## src/rtl/freelist_nw.sv

```systemverilog
// N-wide physical-register free list for rename: WIDTH allocations and WIDTH
// releases per cycle, branch checkpoints of the allocation head, and one-cycle flush.
module freelist_nw #(
    parameter int WIDTH    = 2,
    parameter int PRF_NUM  = 64,
    parameter int ARF_NUM  = 32,
    parameter int CKPT_NUM = 4,
    localparam int DEPTH   = PRF_NUM - ARF_NUM,
    localparam int PRF_W   = $clog2(PRF_NUM),
    localparam int PTR_W   = $clog2(DEPTH) + 1,
    localparam int CKPT_W  = $clog2(CKPT_NUM)
) (
    input  logic                   clk_i,
    input  logic                   reset_i,
    input  logic [WIDTH-1:0]       alloc_req_i,
    output logic [WIDTH*PRF_W-1:0] alloc_prf_o,
    output logic                   can_alloc_o,
    input  logic [WIDTH-1:0]       free_en_i,
    input  logic [WIDTH*PRF_W-1:0] free_prf_i,
    input  logic [WIDTH-1:0]       commit_en_i,
    input  logic                   ckpt_save_i,
    input  logic [CKPT_W-1:0]      ckpt_save_id_i,
    input  logic                   ckpt_restore_i,
    input  logic [CKPT_W-1:0]      ckpt_restore_id_i,
    input  logic                   flush_i,
    output logic [PTR_W-1:0]       free_count_o
);

    localparam int IDX_W = $clog2(DEPTH);

    logic [PRF_W-1:0] entry_q [DEPTH];
    logic [PTR_W-1:0] ckpt_q  [CKPT_NUM];
    logic [PTR_W-1:0] head_q, head_d, rhead_q, rhead_d, tail_q, tail_d;
    logic [PTR_W-1:0] fcnt_q, fcnt_d, alloc_head;
    logic [PTR_W-1:0] alloc_cnt, free_cnt, commit_cnt;
    logic [PTR_W-1:0] rd_ptr [WIDTH];
    logic [PTR_W-1:0] wr_ptr [WIDTH];

    // Lanes are compacted: each lane's slot is offset by the enabled lanes below it.
    always_comb begin
        alloc_cnt  = '0;
        free_cnt   = '0;
        commit_cnt = '0;
        for (int i = 0; i < WIDTH; i++) begin
            rd_ptr[i]  = head_q + alloc_cnt;
            wr_ptr[i]  = tail_q + free_cnt;
            alloc_cnt  = alloc_cnt  + PTR_W'(alloc_req_i[i]);
            free_cnt   = free_cnt   + PTR_W'(free_en_i[i]);
            commit_cnt = commit_cnt + PTR_W'(commit_en_i[i]);
        end
    end

    assign can_alloc_o  = (fcnt_q >= PTR_W'(WIDTH)) && !ckpt_restore_i && !flush_i && !reset_i;
    assign free_count_o = fcnt_q;

    always_comb begin
        alloc_prf_o = '0;
        for (int i = 0; i < WIDTH; i++)
            alloc_prf_o[i*PRF_W +: PRF_W] = entry_q[rd_ptr[i][IDX_W-1:0]];
    end

    always_comb begin
        alloc_head = can_alloc_o ? head_q + alloc_cnt : head_q;
        rhead_d    = rhead_q + commit_cnt;
        tail_d     = tail_q + free_cnt;
        if (flush_i)
            head_d = rhead_d;
        else if (ckpt_restore_i)
            head_d = ckpt_q[ckpt_restore_id_i];
        else
            head_d = alloc_head;
        fcnt_d = tail_d - head_d;
    end

    always_ff @(posedge clk_i) begin
        if (reset_i) begin
            for (int i = 0; i < DEPTH; i++)
                entry_q[i] <= PRF_W'(ARF_NUM + i);
            for (int c = 0; c < CKPT_NUM; c++)
                ckpt_q[c] <= '0;
            head_q  <= '0;
            rhead_q <= '0;
            tail_q  <= PTR_W'(DEPTH);
            fcnt_q  <= PTR_W'(DEPTH);
        end else begin
            head_q  <= head_d;
            rhead_q <= rhead_d;
            tail_q  <= tail_d;
            fcnt_q  <= fcnt_d;
            if (ckpt_save_i && !ckpt_restore_i && !flush_i)
                ckpt_q[ckpt_save_id_i] <= alloc_head;
            for (int i = 0; i < WIDTH; i++)
                if (free_en_i[i])
                    entry_q[wr_ptr[i][IDX_W-1:0]] <= free_prf_i[i*PRF_W +: PRF_W];
        end
    end

    // Retire can only commit tags that were handed out, and never overfill the list.
    a_rhead_behind: assert property (@(posedge clk_i) disable iff (reset_i)
        (PTR_W'(head_q - rhead_q) <= PTR_W'(DEPTH)));
    a_no_overfill: assert property (@(posedge clk_i) disable iff (reset_i)
        (fcnt_q <= PTR_W'(DEPTH)));

endmodule

```

## config.mk

```make
export PLATFORM = sky130hd
export DESIGN_NAME = freelist_nw
export DESIGN_NICKNAME = d
export VERILOG_FILES = /design/src/rtl/freelist_nw.sv
export SDC_FILE = /design/constraint.sdc
export NUM_CORES = 1
export LEC_CHECK = 0
export CORE_MARGIN = 3
export CORE_UTILIZATION = 35
export DETAILED_ROUTE_END_ITERATION = 10
export PLACE_DENSITY = 0.6
export SYNTH_ARGS = -nofsm -noshare
export SYNTH_HDL_FRONTEND = slang
export SYNTH_SLANG_ARGS = --single-unit
```

## constraint.sdc

```tcl
create_clock -name clk_i -period 6.1 [get_ports clk_i]
set_input_delay 1.83 -clock clk_i [delete_from_list [all_inputs] [get_ports clk_i]]
set_output_delay 1.83 -clock clk_i [all_outputs]
set_load 0.01 [all_outputs]
```

==> impl_summary.md <==
Run status
The flow ran to the end, and the final reports show no timing, DRC or antenna violations.

Yosys
edfxtp_1 takes more of the synthesized area than any other cell. The synthesized netlist occupies a cell area of 14,600 sq um. The flip-flop and latch count after synthesis is 240. The share of synthesized area in the top cell type comes to 0.443. The netlist uses 63 different library cells. In the synthesized netlist, the number of instances is 1,291. Counting every net in the synthesized netlist gives 1,333.

The number of flops mapped to enable cells by yosys is 216. The share of synthesized registers carrying an async set or reset is 0. For this run, the leading register cell type out of synthesis is edfxtp_1. The total number of yosys warnings is 0. The per-instance average area after synthesis is 11.3 sq um.

Yosys attributes the largest share of cell area to edfxtp_1, mux4_2, nor2_1. Of the synthesized area, sequential elements account for 0.476.

Floorplanning
In this run the standard cell core region covers 41,000 sq um. The effective utilization at floorplan is 0.357. During I/O placement, the number of pins put on the boundary was 46. In this run the horizontal extent of the chip is 210 um. The die is 210 um tall. In this run the core area contains 74 standard-cell rows. The die covers 44,300 sq um.

Route
The ratio of routed vias to standard cells is 6.30. Wires add up to 52.3 mm. For this run, design rule violations remaining after detail routing come to 0. The detailed router placed 11,700 vias in this run. The detailed router finished its first iteration with 1,931 violations. Once detail routing completed, the nets flagged for antenna violations numbered 0. The first detailed-routing pass ran for 6 iterations. The wire length per cell after detailed routing is 28.2 um.

Setup path
The reg2reg setup slack is 2.39 ns. The data required time of the critical path is 4.27 ns. The worst register-to-register path begins at head_q[1]$_SDFF_PP0_. STA classifies the critical path endpoint as a primary output. The kind of launch point of the worst setup path is an input port. Of all nets on the critical path, the largest fanout is 5. The timing startpoint of the critical path is alloc_req_i[0].

By startpoint and endpoint, the worst setup path is classified as input port to primary output. Data on the critical path arrives at its endpoint at 4.10 ns.

Clock network
TritonCTS built the clock tree. In this run the number of H-tree levels came out at 1. The count of clock tree sinks is 240. The clock transition at the registers of the reported paths is 0.06 ns. The deepest clock path buffer count is 3. In this run the clock root is driven by a clkbuf_16. Hold repair after CTS inserted 0 buffers. Clock tree synthesis inserted a total of 27 buffers. The clock latency on the worst-skew pair is 0.56 ns.

Layout
The final net count is 1,347. The share of post-route cells with drive strength above 1 is 0.195. The number of antenna repair diodes is 0. The multi-input logic area is 7140 sq um.

The area used by sequential logic in the layout is 6970 sq um. Fill cells in the final layout number 3,822. The area growth from synthesis to layout is 14.5%. The final core area utilization is 0.409.

STA
Setup repair after global routing left no endpoint under its margin. The number of endpoints with negative hold slack in the final report is 0. The final clock period utilization by the worst path is 0.972. The total count of max-transition violations in the final report is 0. The slew at the pin closest to its max-slew limit is 1.19 ns.

The setup-violating endpoint count in the final report is 0. The highest attainable clock frequency is 0.169 GHz. The relative slew slack is 0.198. Clock skew on the completed layout was measured at 0.0303 ns.

The aggregate negative setup slack is 0 ns. The time the final worst path needs with I/O delays and setup is 5.93 ns.

Place
The congestion estimate from routability-driven global placement came to 1.05. The post-DP HPWL is 36.1 mm. The count of input and output buffers is 45.

Power and ir drop
The peak supply drop is 0.165 mV. The power density over cell area is 265 nW/um^2. For this design the static power due to leakage is 5.06 nW.

Global route
The total track usage is 0.233. The number of global-route vias before repair is 11,100. The met3 capacity usage during global routing is 0.0433. The total grt overflow is 0.

The first global-routing pass estimated 76.0 mm of wire. The global-route track usage on met1 is 0.308. The met2 demand-to-capacity share in global routing is 0.368. The pin count of the biggest net entering global routing is 38. The layer with the highest usage is met2. The initial antenna violation count was 1.

Job
Max-cap violations in this run came to 0.

Hold path
The type of the most critical hold path is flip-flop to flip-flop. The startpoint identified for the worst hold timing path is tail_q[5]$_SDFF_PP1_.
-- through the flow --
stage | power, mW | std cells | worst slack (ns) | hold WS [ns] | area (sq um)
finish | 4.44 | 1856 | 0.172 | 0.511 | 16800
global route | 4.58 | 1856 | 0.148 | 0.532 | 16800
CTS | 4.44 | 1857 | 0.0158 | 0.517 | 16800
floorplan | 2.48 | 1291 | 0.178 | 0.470 | 14600
global placement | 2.81 | 1799 | -0.516 | 0.496 | 15700
detailed placement | 2.82 | 1799 | -0.508 | 0.502 | 15700
-- registers in the layout (all words and copies together) (netlist names) --
register      cells
ckpt_q           24
rhead_q           6
tail_q            6
head_q            6
entry_q         192
free_count_o      6
-- layout make-up --
cell class / count / share of cell area
Clock buffer: 34 / 0.0419
Clock inverter: 14 / 0.00694
Timing Repair Buffer: 105 / 0.0655
Sequential cell: 240 / 0.416
Multi-Input combinational cell: 914 / 0.426
Tap cell: 532 / 0.0397
Inverter: 17 / 0.00381
-- cells in the final DEF (no fill, tap or decap), drive strengths merged, types with 3 or more instances in the layout --
cell / synthesis / routed
edfxtp: 216 / 216
a31oi: 35 / 35
and3: 4 / 4
dfxtp: 24 / 24
a211oi: 4 / 4
nor2: 189 / 189
ha: 11 / 11
nand2: 98 / 98
nand2b: 6 / 6
mux2i: 4 / 4
and3b: 3 / 3
fa: 4 / 4
buf: 31 / 64
nand4: 3 / 3
nor4: 5 / 5
nor2b: 9 / 9
xnor2: 13 / 13
clkbuf: 89 / 35
xor2: 9 / 9
clkinv: 4 / 14
o31ai: 14 / 14
or2: 5 / 5
o21ai: 77 / 77
nand3: 92 / 92
or3: 13 / 13
and2: 13 / 13
clkdlybuf4s50: 0 / 38
mux2: 15 / 15
nor3b: 5 / 5
a21oi: 84 / 84
mux4: 125 / 125
inv: 13 / 13
nor3: 45 / 45
-- cells by family (layout without fill, tap and decap cells) --
group,after synthesis,count (layout),synth area share
buffers and inverters,137,170,0.0401
XOR/XNOR,22,22,0.0132
multiplexers,144,144,0.208
flip-flops,240,240,0.476
adder cells (fa/ha/maj),16,16,0.0156
AO/OA/AOI/OAI,236,236,0.0926
AND/OR/NAND/NOR,496,496,0.155
-- worst max-delay path, cell delays in order --
cell      delay, ns
clkbuf_2       0.15
ha_4           0.36
buf_6          0.15
buf_12         0.12
mux4_2         0.50
mux4_2         0.54
mux2_4         0.31
buf_6          0.12
-- power by group --
group,switching [mW],internal (mW)
registers,0.0737,1.85
logic,0.483,0.462
clock network,0.672,0.892
-- path summary, 6_finish.rpt --
kind / to / cells after the start
setup / recovery: alloc_prf_o[9] / 8
hold / removal: tail_q[5]$_SDFF_PP1_ / 2
setup reg to reg: free_count_o[5]$_SDFF_PP1_ / 12
hold reg to reg: tail_q[5]$_SDFF_PP1_ / 2
-- timing repair --
item                                    in CTS  in global routing
pin swaps                                    1                  1
gates cloned                                 6                  0
setup buffers                                4                  0
endpoints found under the setup margin       6                  3
gates resized for setup                     42                  2
-- layer usage --
layer  part of all wire  wire length [um]
met2               0.45             23800
met1               0.36             19000
met3               0.12              6100
met4              0.065              3420
met5            0.00023                12
-- Yosys cell counts (14+ instances only) --
cell type and instances:
nand3_1 92, o21ai_0 77, nor2_1 189, mux4_2 120
a31oi_1 35, mux2_2 14, clkbuf_1 89, edfxtp_1 216
a21oi_1 83, nor3_1 43, dfxtp_1 24, buf_2 17
nand2_1 98
Note: power is estimated with default switching activity, not from simulation.
